--- src/rtl/leaf_pkg.sv ---
// Shared leaf-shell definitions: default payload width, debug counter width and
// the handshake helpers used by the inbound elastic buffers.
package leaf_pkg;

  localparam int PAYLOAD_BITS_DEF = 32;
  localparam int WORD_CNT_W       = 32;

  // Output-register steering for one cycle
  typedef enum logic [1:0] {
    OR_HOLD,
    OR_LOAD_IN,
    OR_LOAD_RAM,
    OR_DRAIN
  } or_op_e;

  function automatic logic xfer(input logic vld, input logic rdy);
    return vld & rdy;
  endfunction

endpackage

--- src/rtl/leaf_sdp_ram.sv ---
// Simple dual-port RAM, one write and one registered read port. A read of the
// address being written in the same cycle returns the new word.
module leaf_sdp_ram #(
  parameter int WIDTH   = 32,
  parameter int ADDR_W  = 4,
  parameter int ENTRIES = 15
) (
  input  logic              clk,
  input  logic              we,
  input  logic [ADDR_W-1:0] waddr,
  input  logic [WIDTH-1:0]  wdata,
  input  logic [ADDR_W-1:0] raddr,
  output logic [WIDTH-1:0]  rdata
);

  logic [WIDTH-1:0] mem [ENTRIES];

  always_ff @(posedge clk) begin
    if (we) mem[waddr] <= wdata;
    rdata <= (we && (waddr == raddr)) ? wdata : mem[raddr];
  end

endmodule

--- src/rtl/leaf_user_in_fifo.sv ---
// Inbound elastic buffer between leaf_interface (vld/ack) and the user kernel
// (valid/ready): DEPTH-1 RAM entries plus a first-word-fall-through output register.
module leaf_user_in_fifo
  import leaf_pkg::*;
#(
  parameter int PAYLOAD_BITS = PAYLOAD_BITS_DEF,
  parameter int DEPTH_BITS   = 4,
  parameter int AF_MARGIN    = 2
) (
  input  logic                    clk_user,
  input  logic                    reset,
  input  logic [PAYLOAD_BITS-1:0] dout_leaf_interface2user,
  input  logic                    vld_interface2user,
  output logic                    ack_user2interface,
  output logic [PAYLOAD_BITS-1:0] dout_user,
  output logic                    dout_user_vld,
  input  logic                    dout_user_rdy,
  output logic [DEPTH_BITS:0]     level,
  output logic                    almost_full,
  output logic [WORD_CNT_W-1:0]   word_cnt
);

  localparam int DEPTH = 2 ** DEPTH_BITS;
  localparam int RAM_N = DEPTH - 1;
  localparam logic [DEPTH_BITS:0]   LVL_FULL = (DEPTH_BITS + 1)'(DEPTH);
  localparam logic [DEPTH_BITS:0]   LVL_AF   = (DEPTH_BITS + 1)'(DEPTH - AF_MARGIN);
  localparam logic [DEPTH_BITS:0]   LVL_ONE  = (DEPTH_BITS + 1)'(1);
  localparam logic [DEPTH_BITS-1:0] PTR_LAST = DEPTH_BITS'(RAM_N - 1);

  logic [DEPTH_BITS-1:0]   wr_ptr, rd_ptr, wr_ptr_nxt, rd_ptr_nxt;
  logic [DEPTH_BITS:0]     level_nxt;
  logic [PAYLOAD_BITS-1:0] ram_rdata;
  logic                    push, pop, ram_empty, ram_we;
  or_op_e                  or_op;

  function automatic logic [DEPTH_BITS-1:0] ptr_inc(input logic [DEPTH_BITS-1:0] p);
    return (p == PTR_LAST) ? '0 : p + 1'b1;
  endfunction

  // Full-bypass is deliberately absent: acceptance depends on registered level only
  assign ack_user2interface = (level < LVL_FULL);
  assign push      = xfer(vld_interface2user, ack_user2interface);
  assign pop       = xfer(dout_user_vld, dout_user_rdy);
  assign ram_empty = (level <= LVL_ONE);

  always_comb begin
    or_op = OR_HOLD;
    if (!dout_user_vld) begin
      if (push) or_op = OR_LOAD_IN;
    end else if (pop) begin
      if (!ram_empty)  or_op = OR_LOAD_RAM;
      else if (push)   or_op = OR_LOAD_IN;
      else             or_op = OR_DRAIN;
    end
  end

  assign ram_we     = push && dout_user_vld && !(pop && ram_empty);
  assign wr_ptr_nxt = ram_we ? ptr_inc(wr_ptr) : wr_ptr;
  assign rd_ptr_nxt = (or_op == OR_LOAD_RAM) ? ptr_inc(rd_ptr) : rd_ptr;
  assign level_nxt  = level + {{DEPTH_BITS{1'b0}}, push} - {{DEPTH_BITS{1'b0}}, pop};

  // Read address runs one step ahead so ram_rdata always shows the next head word
  leaf_sdp_ram #(
    .WIDTH  (PAYLOAD_BITS),
    .ADDR_W (DEPTH_BITS),
    .ENTRIES(RAM_N)
  ) u_ram (
    .clk  (clk_user),
    .we   (ram_we),
    .waddr(wr_ptr),
    .wdata(dout_leaf_interface2user),
    .raddr(rd_ptr_nxt),
    .rdata(ram_rdata)
  );

  always_ff @(posedge clk_user) begin
    if (reset) begin
      level         <= '0;
      almost_full   <= 1'b0;
      wr_ptr        <= '0;
      rd_ptr        <= '0;
      dout_user     <= '0;
      dout_user_vld <= 1'b0;
      word_cnt      <= '0;
    end else begin
      level       <= level_nxt;
      almost_full <= (level_nxt >= LVL_AF);
      wr_ptr      <= wr_ptr_nxt;
      rd_ptr      <= rd_ptr_nxt;
      case (or_op)
        OR_LOAD_IN: begin
          dout_user     <= dout_leaf_interface2user;
          dout_user_vld <= 1'b1;
        end
        OR_LOAD_RAM: begin
          dout_user     <= ram_rdata;
          dout_user_vld <= 1'b1;
        end
        OR_DRAIN: dout_user_vld <= 1'b0;
        default: ;
      endcase
      if (pop) word_cnt <= word_cnt + 1'b1;
    end
  end

endmodule

--- config.mk ---
export PLATFORM = sky130hd
export DESIGN_NAME = leaf_user_in_fifo
export DESIGN_NICKNAME = d
export VERILOG_FILES = /design/src/rtl/leaf_pkg.sv /design/src/rtl/leaf_sdp_ram.sv /design/src/rtl/leaf_user_in_fifo.sv
export SDC_FILE = /design/constraint.sdc
export NUM_CORES = 1
export LEC_CHECK = 0
export ABC_CLOCK_PERIOD_IN_PS = 12400
export BUFFER_PORTS_ARGS = -buffer_cell sky130_fd_sc_hd__buf_2
export CORE_ASPECT_RATIO = 1.1
export CORE_UTILIZATION = 45
export CTS_CLUSTER_SIZE = 24
export DETAILED_ROUTE_END_ITERATION = 16
export SLEW_MARGIN = 20
export SYNTH_ARGS = -nofsm -noshare
export SYNTH_HDL_FRONTEND = slang
export SYNTH_SLANG_ARGS = --single-unit
export TNS_END_PERCENT = 5
--- constraint.sdc ---
create_clock -name clk_user -period 12.4 [get_ports clk_user]
set_input_delay 3.1 -clock clk_user [delete_from_list [all_inputs] [get_ports clk_user]]
set_output_delay 3.1 -clock clk_user [all_outputs]
set_load 0.1 [all_outputs]
==> flow_metrics.py <==
metrics = {
    "floorplan": {
        "floorplan.initialDensity_pct": 45.8,
        "core_area_mm2": 0.0481,
        "die-width_um": 213,
        "die_height_um": 234,
        "ioPinCount": 108,
        "dieArea_mm2": 0.0499,
        "num_rows": 84,
    },
    "synthesis": {
        "synth_nets": 1295,
        "synth-edff-count": 480,
        "seq_area_frac_synth_pct": 72.9,
        "synthesis.area_mm2": 0.0221,
        "yosysUniqueCellTypes": 54,
        "syn-mean-instance-area_um2": 17.7,
        "yosys_warnings": 0,
        "ys.flop_type": "edfxtp_1",
        "yosys_register_bits": 563,
        "synthArstFlopShare_pct": 0,
        "synthCells": 1247,
    },
    "worst_setup_path": {
        "crit_slowest_cell": "nand2_1",
        "cp-start-kind": "input pin",
        "cp_top_family": "buffers and inverters",
        "cpMostUsedCell": "buf_4",
        "cp_data_arrival_time_ps": 6120,
        "path_cells": "buf_2 > a21boi_0 > a21oi_1 > ha_1 > buf_4 > inv_1 > buf_4 > nand2_1 > o221ai_1 > a211oi_1",
        "cp_max_fo": 25,
        "worstSetupStartpoint": "dout_user_rdy",
        "max_stage_delay_ps": 470,
        "worstPathRequired_ps": 12900,
        "crit_buf_inv": 4,
        "rr_startpoint": "level[1]",
        "end_kind": "flop",
        "worst-setup-path-type": "input pin to flop",
    },
    "timing": {
        "period_share_pct": 45.3,
        "rsz0062_at_grt": "no",
        "hold_violations": 0,
        "setup_violations": 0,
        "clock_skew_ps": 26.5,
        "finalMaxSlewViolations": 0,
        "period_needed_ps": 5620,
        "max_freq_mhz": 178,
        "fin_tns_setup_ps": 0,
        "slew_headroom_pct": 31.3,
        "worstMarginPinSlew_ps": 1030,
    },
    "clock_tree": {
        "cts-buffers-inserted": 54,
        "cts_hold_buffers": 0,
        "cts_max_path_buffers": 3,
        "postCtsSetupRepairBufs": 0,
        "ctsResizeCount": 0,
        "worstSkewPairLatency_ps": 610,
        "cts_root_buf": "clkbuf_16",
        "clk_pin_slew_ps": 60,
        "clock-sinks": 563,
        "cts_tree": "done",
        "cts_max_level": 2,
    },
    "layout": {
        "seq_area_mm2": 0.0161,
        "area_growth_pct": 13.8,
        "nNetsFinal": 1414,
        "drive_gt1_share_pct": 23.3,
        "multi_input_area_mm2": 0.00565,
        "fillers": 3973,
    },
    "detailed_routing": {
        "drt_iter0_markers": 893,
        "drc": 0,
        "wl_met3_um": 2390,
        "highest_layer": "met5",
        "drt-total-wl_um": 48300,
        "num_vias": 11735,
        "viasPerCell": 5.70,
        "dr_wl_met2_um": 24100,
        "ant_nets": 0,
        "routedWlPerCell_um": 23.4,
        "wirelength_met1_um": 20900,
        "first_pass_iters": 5,
    },
    "power_and_ir_drop": {
        "leakagePower_uw": 0.00797,
        "ir_drop_uv": 188,
        "finalPower_uw": 4630,
        "power_density_mw_per_mm2": 184,
    },
    "placement": {
        "port-buffer-count": 107,
        "hpwl_um": 25500,
        "place_congestion": 0.746,
    },
    "worst_hold_path": {
        "hp-start": "word_cnt[1]",
        "min_path_type": "flop to flop",
    },
    "grt": {
        "track_usage_pct": 19.8,
        "grt_start_max_net_pins": 72,
        "grt_pass1_wl_um": 72600,
        "antenna_found_initial": 2,
        "overflow": 0,
        "grt_pass1_vias": 11866,
    },
    "run": {
        "maxCapViolations": 0,
    },
    "outcome": {
        "status": "finished clean",
    },
}
==> worst paths after layout <==
kind	to	cells past startpoint	slack (ps)
worst min-delay path	word_cnt[1]	2	500
worst max-delay path	dout_user[14]	10	6780
worst min register to register	word_cnt[1]	2	500
worst max register to register	dout_user[14]	13	8500
==> kinds of logic after synthesis <==
family,count (synthesis),share of synthesized area [%]
buf+inv,90,1.97
compound gates,186,5.96
fa+ha+maj,12,0.715
mux,155,12.6
xor+xnor,32,1.27
simple gates,209,4.66
flops,563,72.9
==> placed cells by master (no fill, tap or decap), types with 8 or more instances in the layout <==
master	Yosys	layout
a211oi_1	12	12
a21oi_1	28	28
a221oi_2	11	11
a22oi_1	20	20
and2_1	11	11
buf_2	10	107
buf_4	6	28
clkbuf_1	45	14
clkbuf_16	0	54
clkinv_1	1	15
clkinv_2	0	8
dfxtp_1	83	79
edfxtp_1	480	480
ha_1	11	11
inv_1	17	17
mux2_2	15	15
mux2i_1	50	50
mux4_1	20	20
mux4_2	70	70
nand2_1	61	61
nand3_1	22	22
nand4_1	17	17
nor2_1	46	40
o211ai_1	16	16
o21ai_0	52	52
o221ai_1	12	12
o22ai_1	12	12
xnor2_1	13	13
xor2_1	19	19
==> power breakdown <==
part / internal [uW] / total (uW) / leakage, uW / switching (uW)
registers: 2110 / 2180 / 0.00500 / 68.7
clock network: 938 / 1620 / 0.000851 / 685
logic: 229 / 822 / 0.00212 / 594
==> state kept, by name, indices dropped and copies added, names as in the netlist, named ones only <==
register and flops:
dout_user 32, almost_full 1, wr_ptr 4, dout_user_vld 1, word_cnt 32, u_ram.mem 480, level 5, rd_ptr 4
==> Yosys cell counts, drive strengths merged (20+ instances only) <==
cell type    n  area share, %
a21oi       28           0.64
nand3       22           0.50
nand2       61            1.0
clkbuf      46           0.79
nor2        46           0.78
mux2i       50            2.3
o21ai       52            1.2
a22oi       20           0.68
mux4        90            9.5
edfxtp     480             65
dfxtp       83            7.5
buf         26           0.87
==> per-layer routing <==
layer  up-vias  global-route usage, %
met1      6114                   26.6
met4         2                   5.53
met2       292                   33.4
met5         -                      0
li1       5268                      -
met3        59                   2.97
==> final cells by class <==
class | count | area share, %
flip-flops and latches | 563 | 64.1
multi-input cells | 594 | 22.5
clock buffers | 70 | 5.70
well taps | 645 | 3.21
repair buffers | 135 | 2.97
clock inverters | 32 | 1.25
inverters | 18 | 0.269
diodes | 2 | 0.0199
==> stage by stage <==
step	util, %	hold slack [ps]	area [um^2]	worst slack (ps)	cells
CTS	52.1	507	25100	6870	2057
detailed placement	48.5	498	23400	6240	1955
global route	52.1	537	25100	6580	2057
global placement	48.5	488	23400	6300	1955
floorplan	-	493	22100	5000	1247
finish	52.1	502	25100	6780	2059
==> tightest hold or removal path, stage by stage, from the launching register on <==
cell and delay, ps:
dfxtp_1 340, nand2_1 60, a21oi_1 60
(Power assumes the default switching activity.)
